### src/rtl/ascii_pkg.sv
// ascii_pkg
//   Shared constants, FSM state type and character-class helper for the
//   digit-serial ASCII decimal adder.
package ascii_pkg;

    localparam logic [6:0] ASCII_ZERO = 7'h30;
    localparam logic [6:0] ASCII_NINE = 7'h39;

    typedef enum logic [1:0] {
        IDLE = 2'd0,
        ADD  = 2'd1,
        DONE = 2'd2
    } state_t;

    // True when the character is one of '0'..'9'.
    function automatic logic is_ascii_digit(input logic [6:0] i_chr);
        return (i_chr >= ASCII_ZERO) && (i_chr <= ASCII_NINE);
    endfunction

endpackage

### src/rtl/bcd_digit_add.sv
// bcd_digit_add
//   Combinational single-digit BCD adder with carry in/out.
//   Ports:
//     i_a, i_b    4-bit digits (nibbles above 9 are accepted as-is)
//     i_carry     carry from the previous digit
//     o_digit     result digit, sum minus ten when the sum exceeds nine
//     o_carry     carry into the next digit
module bcd_digit_add (
    input  logic [3:0] i_a,
    input  logic [3:0] i_b,
    input  logic       i_carry,
    output logic [3:0] o_digit,
    output logic       o_carry
);

    logic [4:0] w_sum;

    assign w_sum   = {1'b0, i_a} + {1'b0, i_b} + {4'b0000, i_carry};
    assign o_carry = (w_sum > 5'd9);
    // Subtracting ten modulo 16 gives the same low nibble as a 5-bit
    // subtraction, including the out-of-range sums from non-digit input.
    assign o_digit = o_carry ? (w_sum[3:0] - 4'd10) : w_sum[3:0];

endmodule

### src/rtl/ascii_seq_adder.sv
// ascii_seq_adder
//   Digit-serial adder for two NDIG-digit ASCII decimal operands. One digit
//   is added per clock, units first, through a single shared BCD digit adder.
//   Ports:
//     clk, rst_n          clock, synchronous active-low reset
//     in_valid/in_ready   operand handshake (in_ready only in IDLE)
//     a_ascii, b_ascii    operands, 7 bits per digit, digit 0 = units
//     out_valid/out_ready result handshake
//     y_ascii             NDIG+1 digit ASCII sum, top digit is the carry
//     err                 a non-digit character was seen in the operands
//
//   state | meaning
//   IDLE  | waiting for operands, in_ready high
//   ADD   | adding digit r_idx each cycle
//   DONE  | result held until out_ready
module ascii_seq_adder
    import ascii_pkg::*;
#(
    parameter int NDIG = 2
) (
    input  logic                    clk,
    input  logic                    rst_n,
    input  logic                    in_valid,
    output logic                    in_ready,
    input  logic [7*NDIG-1:0]       a_ascii,
    input  logic [7*NDIG-1:0]       b_ascii,
    output logic                    out_valid,
    input  logic                    out_ready,
    output logic [7*(NDIG+1)-1:0]   y_ascii,
    output logic                    err
);

    localparam int              IDXW     = (NDIG > 1) ? $clog2(NDIG) : 1;
    localparam logic [IDXW-1:0] LAST_IDX = IDXW'(NDIG - 1);

    state_t                  r_state;
    state_t                  w_state_nxt;
    logic [7*NDIG-1:0]       r_a;
    logic [7*NDIG-1:0]       r_b;
    logic [7*(NDIG+1)-1:0]   r_y;
    logic [IDXW-1:0]         r_idx;
    logic                    r_carry;
    logic                    r_err;

    logic [6:0]              w_a_chr;
    logic [6:0]              w_b_chr;
    logic [3:0]              w_digit;
    logic                    w_carry_nxt;
    logic                    w_accept;
    logic                    w_last;
    logic                    w_bad_chr;

    assign in_ready  = (r_state == IDLE);
    assign out_valid = (r_state == DONE);
    assign y_ascii   = r_y;
    assign err       = r_err;

    assign w_accept  = in_valid && (r_state == IDLE);
    assign w_last    = (r_idx == LAST_IDX);

    // Select the operand characters for the digit currently being added.
    always_comb begin
        w_a_chr = '0;
        w_b_chr = '0;
        for (int i = 0; i < NDIG; i++) begin
            if (r_idx == IDXW'(i)) begin
                w_a_chr = r_a[7*i +: 7];
                w_b_chr = r_b[7*i +: 7];
            end
        end
    end

    assign w_bad_chr = !is_ascii_digit(w_a_chr) || !is_ascii_digit(w_b_chr);

    bcd_digit_add u_digit_add (
        .i_a     (w_a_chr[3:0]),
        .i_b     (w_b_chr[3:0]),
        .i_carry (r_carry),
        .o_digit (w_digit),
        .o_carry (w_carry_nxt)
    );

    always_ff @(posedge clk) begin
        if (!rst_n) begin
            r_state <= IDLE;
        end else begin
            r_state <= w_state_nxt;
        end
    end

    always_comb begin
        w_state_nxt = r_state;
        case (r_state)
            IDLE: begin
                if (w_accept) begin
                    w_state_nxt = ADD;
                end
            end
            ADD: begin
                if (w_last) begin
                    w_state_nxt = DONE;
                end
            end
            DONE: begin
                if (out_ready) begin
                    w_state_nxt = IDLE;
                end
            end
            default: begin
                w_state_nxt = IDLE;
            end
        endcase
    end

    always_ff @(posedge clk) begin
        if (!rst_n) begin
            r_a     <= '0;
            r_b     <= '0;
            r_y     <= {(NDIG+1){ASCII_ZERO}};
            r_idx   <= '0;
            r_carry <= 1'b0;
            r_err   <= 1'b0;
        end else begin
            case (r_state)
                IDLE: begin
                    if (w_accept) begin
                        r_a     <= a_ascii;
                        r_b     <= b_ascii;
                        r_idx   <= '0;
                        r_carry <= 1'b0;
                        r_err   <= 1'b0;
                    end
                end
                ADD: begin
                    for (int i = 0; i < NDIG; i++) begin
                        if (r_idx == IDXW'(i)) begin
                            r_y[7*i +: 7] <= ASCII_ZERO | {3'b000, w_digit};
                        end
                    end
                    r_carry <= w_carry_nxt;
                    if (w_bad_chr) begin
                        r_err <= 1'b1;
                    end
                    if (w_last) begin
                        r_y[7*NDIG +: 7] <= ASCII_ZERO | {6'b000000, w_carry_nxt};
                    end else begin
                        r_idx <= r_idx + IDXW'(1);
                    end
                end
                default: begin
                end
            endcase
        end
    end

endmodule

### config.mk
export PLATFORM = sky130hd
export DESIGN_NAME = ascii_seq_adder
export DESIGN_NICKNAME = d
export VERILOG_FILES = /design/src/rtl/ascii_pkg.sv /design/src/rtl/bcd_digit_add.sv /design/src/rtl/ascii_seq_adder.sv
export SDC_FILE = /design/constraint.sdc
export NUM_CORES = 1
export LEC_CHECK = 0
export BUFFER_PORTS_ARGS = -buffer_cell sky130_fd_sc_hd__buf_4
export CAP_MARGIN = 20
export CORE_ASPECT_RATIO = 1.25
export CORE_MARGIN = 2
export CORE_UTILIZATION = 25
export CTS_BUF_LIST = sky130_fd_sc_hd__clkbuf_8
export DETAILED_ROUTE_END_ITERATION = 10
export PLACE_DENSITY = 0.52
export RECOVER_POWER = 50
export REMOVE_ABC_BUFFERS = 1
export SYNTH_ARGS = -nofsm -noshare
export SYNTH_HDL_FRONTEND = slang
export SYNTH_HIERARCHICAL = 1
export SYNTH_SLANG_ARGS = --single-unit
### constraint.sdc
create_clock -name clk -period 3.48 [get_ports clk]
set_input_delay 0.696 -clock clk [delete_from_list [all_inputs] [get_ports clk]]
set_output_delay 0.696 -clock clk [all_outputs]
set_load 0.005 [all_outputs]
# Yosys cells after proc, flatten, opt, wreduce, memory -nomap -nowiden
# Cells that the tools add are included.
[op_classes]
bitwise = 1
order_cmp = 5
n_reduce_logical = 14
n_addsub = 4
n_mux = 13
n_eq_ne = 6
[op_table]
columns = ["cell", "count"]
rows = [
  ["greater-or-equal comparator 7 x 6 -> 1 bit, second input constant", 2],
  ["<= comparator 7 x 6 -> 1 bit, second input constant", 2],
  ["two-way mux 7 bit", 2],
  ["AND reduction 2 bit", 4],
  ["two-way mux 2 bit", 3],
  ["one-hot mux 1 bit (2 select lines)", 3],
  ["one-hot mux 2 bit (3 select lines)", 1],
  ["AND reduction 3 bit", 2],
  ["adder 4 x 4 -> 5 bit", 1],
  ["adder 5 x 1 -> 5 bit", 1],
  ["greater-than comparator 5 x 4 -> 1 bit, second input constant", 1],
  ["two-way mux 4 bit", 1],
  ["inequality test 2 x 1 -> 1 bit, second input constant", 2],
  ["inequality test 2 bit, second input constant", 2],
  ["subtractor 4 bit, second input constant", 1],
  ["logical AND 1 bit", 3],
  ["two-way mux 1 bit", 3],
  ["equality test 2 x 1 -> 1 bit, second input constant", 1],
  ["equality test 2 bit, second input constant", 1],
  ["logical NOT 1 bit", 2],
  ["logical NOT 2 bit", 1],
  ["nonzero test 2 bit", 1],
  ["adder 1 bit, second input constant", 1],
  ["logical OR 1 bit", 1],
  ["NOT 1 bit", 1],
]
[totals]
output_inout_bits = 24
ff_bits = 42
inputBits = 32
elab_cells = 51

# Longest topological paths before layout
[depth]
depth_word = 7
ltp_mapped = 12
depth_no_buf = 10

# By module
# Netlist, hierarchy kept.
[modules_own_cells]
columns = ["module", "area_per_inst_um2", "cells_per_inst", "n_inst", "seq_area_each_um2"]
rows = [
  ["ascii_seq_adder", 1850.5, 216, 1, 840.8],
  ["bcd_digit_add", 211.5, 22, 1, 0.0],
]

# Least setup slack after synthesis
# No wires, ideal clock.
[synth_timing]
path_type = "register -> register"
start = "register r_idx"
end = "register r_y[9] (netlist: y_ascii[9])"
n_path_buf = 2
slack_ps = 158
t_required_ps = 3404
stages_incl_launch_ff = 13
arrival_time_ps = 3246
setup_time_ps = 76
period_less_slack_ps = 3322
path_cell_list = "dfxtp_1 buf_2 buf_2 mux2_2 fa_1 fa_1 xnor2_1 ha_1 a31o_1 o31ai_4 mux2i_1 nand3_1 a21boi_0"
[synth_via]
elab_chain_cells = 5
elab_cells_between_ends = 8
cone_classes = "add/sub (3); order compare (1); mux (3); reduce/logical (1)"
[synth_rtl]
columns = ["element", "line", "source"]
rows = [
  ["start, declared", "ascii_seq_adder.sv:41", "logic [IDXW-1:0] r_idx;"],
  ["start signal, assigned", "ascii_seq_adder.sv:147", "r_idx <= r_idx + IDXW'(1);"],
  ["two-way mux 7 bit", "ascii_seq_adder.sv:66", "if (r_idx == IDXW'(i)) begin"],
  ["net w_a_chr[0]", "ascii_seq_adder.sv:45", "logic [6:0] w_a_chr;"],
  ["adder 4 x 4 -> 5 bit", "bcd_digit_add.sv:18", "assign w_sum = {1'b0, i_a} + {1'b0, i_b} + {4'b0000, i_carry};"],
  ["adder 5 x 1 -> 5 bit", "bcd_digit_add.sv:18", ""],
  ["greater-than comparator 5 x 4 -> 1 bit", "bcd_digit_add.sv:19", "assign o_carry = (w_sum > 5'd9);"],
  ["net w_carry_nxt", "ascii_seq_adder.sv:48", "logic w_carry_nxt;"],
  ["two-way mux 4 bit", "bcd_digit_add.sv:22", "assign o_digit = o_carry ? (w_sum[3:0] - 4'd10) : w_sum[3:0];"],
  ["net w_digit[2]", "ascii_seq_adder.sv:47", "logic [3:0] w_digit;"],
  ["end signal, assigned", "ascii_seq_adder.sv:119", "r_y <= {(NDIG+1){ASCII_ZERO}};"],
  ["end signal, assigned by index", "ascii_seq_adder.sv:137", "r_y[7*i +: 7] <= ASCII_ZERO | {3'b000, w_digit};"],
  ["end signal, assigned by index", "ascii_seq_adder.sv:145", "r_y[7*NDIG +: 7] <= ASCII_ZERO | {6'b000000, w_carry_nxt};"],
  ["end, declared", "ascii_seq_adder.sv:40", "logic [7*(NDIG+1)-1:0] r_y;"],
]
# The timed path passes the listed nets, and every way through them passes these cells.
# A chain may end at the register's enable or synchronous reset.

# Worst setup path after layout
# Same ends and word-level chain as after synthesis.

==> results.txt <==
Status: finished, violations left
Violated checks: capacitance limit, slew limit
#FFs+latches synth: 42
Worst-Margin Slew: 1580 ps
Global-route wire length before repair: 7130 um
Synth top area cells: dfxtp_1 (41%), nand2_1 (12%), a21boi_0 (11%), buf_4 (6.9%), mux2_2 (4.4%)
Total gr overflow: 0
Worst setup SP type: flip-flop
Final wirelength: 4180 um
Fin. Hold Viols: 0
Hold WS: 460 ps
Nets: 313
Initial antenna violation count: 0
Top cell type's share of synthesized area: 0.408
Chip width: 85.2 um
Antenna Cells: 0
Total core area: 0.00810 mm^2
YS warnings: 6
CTS Buf Count: 5
Design Area, Final: 0.00250 mm^2
Largest net degree at the start of global routing: 43
Hold Buf Count CTS: 0
Max_cap viols: 1
Dpl cell area: 0.00240 mm^2
Via count: 1571
Worst Setup End Kind: flip-flop
Post-Syn Area: 0.00206 mm^2
Final Max Slew Viols: 29
Die Ht: 106 um
Initial core utilization: 0.255
Ports: 56
Minimum clock period: 3220 ps
Detail Placement HPWL: 3100 um
Layout cells sized above 1: 0.228
Most common cell after layout, fill and taps aside: nand2_1
Cells after synthesis: 238
Part of the cycle the worst path needs: 0.926
First-pass iteration count of the detailed router: 4
Placed Cells: 365
Clock Sinks: 42
Synthesis-to-layout area growth: 21.4%
Synth unique cells: 35
Peak VDD IR: 219 uV
Final Util: 0.309
Met3 wire len: 249 um
Hold Crit Class: flip-flop to flip-flop
Die area: 0.00900 mm^2
Routed met2 length: 2050 um
Async SR Flop Fraction: 0
DRC: 0
LEAKAGE: 1.01 nW
Seq/Total Area, Yosys: 0.408
ANT nets after route: 0
Global-route usage over all layers: 0.0972
WL/cell: 11.2 um
IO Port Bufs: 43
Vias in the first global route: 1644
Post-DR vias/cell: 4.21
Synth Flop Type: dfxtp_1
Design Power: 1.10 mW
Final WS setup: 256 ps
Worst path required time: 3690 ps
CTS Buffer Depth: 2
Clk Latency, worst-skew pair: 280 ps
Unrepaired setup endpoints after global routing: no
Routability cong.: 0.760
Starting DRC count in detailed routing: 50
CP max FO: 4
Cell taking the most area after synthesis: dfxtp_1
M1 wire length: 1840 um
Clock root buffer: clkbuf_8
Most frequent cells in the layout: nand2_1 (65), dfxtp_1 (42), a21boi_0 (33), buf_4 (33)
EDFF count, synth: 0
Pwr dens: 441 mW/mm^2
CP Class: flip-flop to flip-flop
Rows: 37
H-tree Lvls: 2
Critical Path AT: 3440 ps
Fmax: 310 MHz
Post-route setup TNS: 0 ps
Reg clk slew, reported paths: 80 ps
Max Used Layer: met4
CTS tree: built
Pre-CTS setup slack: 272 ps
Final setup vio count: 0
Syn_area_per_cell: 8.66 um^2
Finished Layout Cells: 373
Fin Clk Skew: 4.40 ps
Headroom to the max-slew limit: -0.0509
Post-CTS setup buffer count: 0
Post_cts resized: 0
-- state kept, by name (all words and copies together), names as in the netlist --
signal,cells
r_b,14
err,1
r_carry,1
r_idx,1
r_state,2
y_ascii,9
r_a,14
-- cell type report --
class	instances	area [um^2]
Tap cell	97	121
Clock inverter	3	41.3
Timing Repair Buffer	46	342
Clock buffer	5	68.8
Sequential cell	42	841
Multi-Input combinational cell	178	1080
Fill cell	890	5600
Inverter	2	7.51
-- logic make-up after synthesis --
| group | after synthesis | synth area share |
|---|---|---|
| AND/OR/NAND/NOR | 93 | 0.195 |
| AO/OA/AOI/OAI | 52 | 0.187 |
| flip-flops | 42 | 0.408 |
| buffers and inverters | 28 | 0.0868 |
| multiplexers | 13 | 0.0680 |
| adder cells (fa/ha/maj) | 6 | 0.0437 |
| other | 2 | 0.00364 |
| XOR/XNOR | 2 | 0.00850 |
-- synthesized netlist by cell type (2+ instances only) --
cell and n:
a21boi_0 30, o21ai_0 2, nand3_1 7, conb_1 2, fa_1 2, nand2_1 65, nor2b_1 8, mux2_2 8
ha_1 4, buf_4 19, clkbuf_1 5, inv_1 2, dfxtp_1 42, buf_2 2, xnor2_1 2, a21oi_1 6
nand2b_1 2, mux2i_1 5, a21boi_1 5, nor2_1 5
-- metal layers --
layer / up-vias / GRT usage
li1: 841 / -
met4: 0 / 0.0283
met2: 40 / 0.170
met3: 4 / 0.0274
met5: - / 0
met1: 686 / 0.114
-- worst max-delay path: stages, from the launching register on --
cell      delay [ps]
dfxtp_1          390
mux2_2           370
fa_1             450
fa_1             410
xnor2_1          180
ha_1             250
a31o_1           230
o31ai_4          350
mux2i_1          280
nand3_1           90
a21boi_0         160
-- report_power, final --
| group | total (mW) | internal, mW | switching (mW) | leakage, nW |
|---|---|---|---|---|
| Clock | 0.377 | 0.211 | 0.166 | 0.0556 |
| Sequential | 0.527 | 0.510 | 0.0170 | 0.344 |
| Combinational | 0.200 | 0.0956 | 0.104 | 0.615 |
-- final timing paths --
kind / startpoint / end / slack [ps] / cells after the start
worst max-delay path: r_idx$_SDFFE_PN0P_ / y_ascii[9]$_SDFFE_PN0P_ / 260 / 10
worst min-delay path: r_b[11]$_SDFFE_PN0P_ / r_b[11]$_SDFFE_PN0P_ / 460 / 2
worst max register to register: r_idx$_SDFFE_PN0P_ / y_ascii[9]$_SDFFE_PN0P_ / 260 / 10
worst min register to register: r_b[11]$_SDFFE_PN0P_ / r_b[11]$_SDFFE_PN0P_ / 460 / 2
Power figures use the tool's default switching activity.
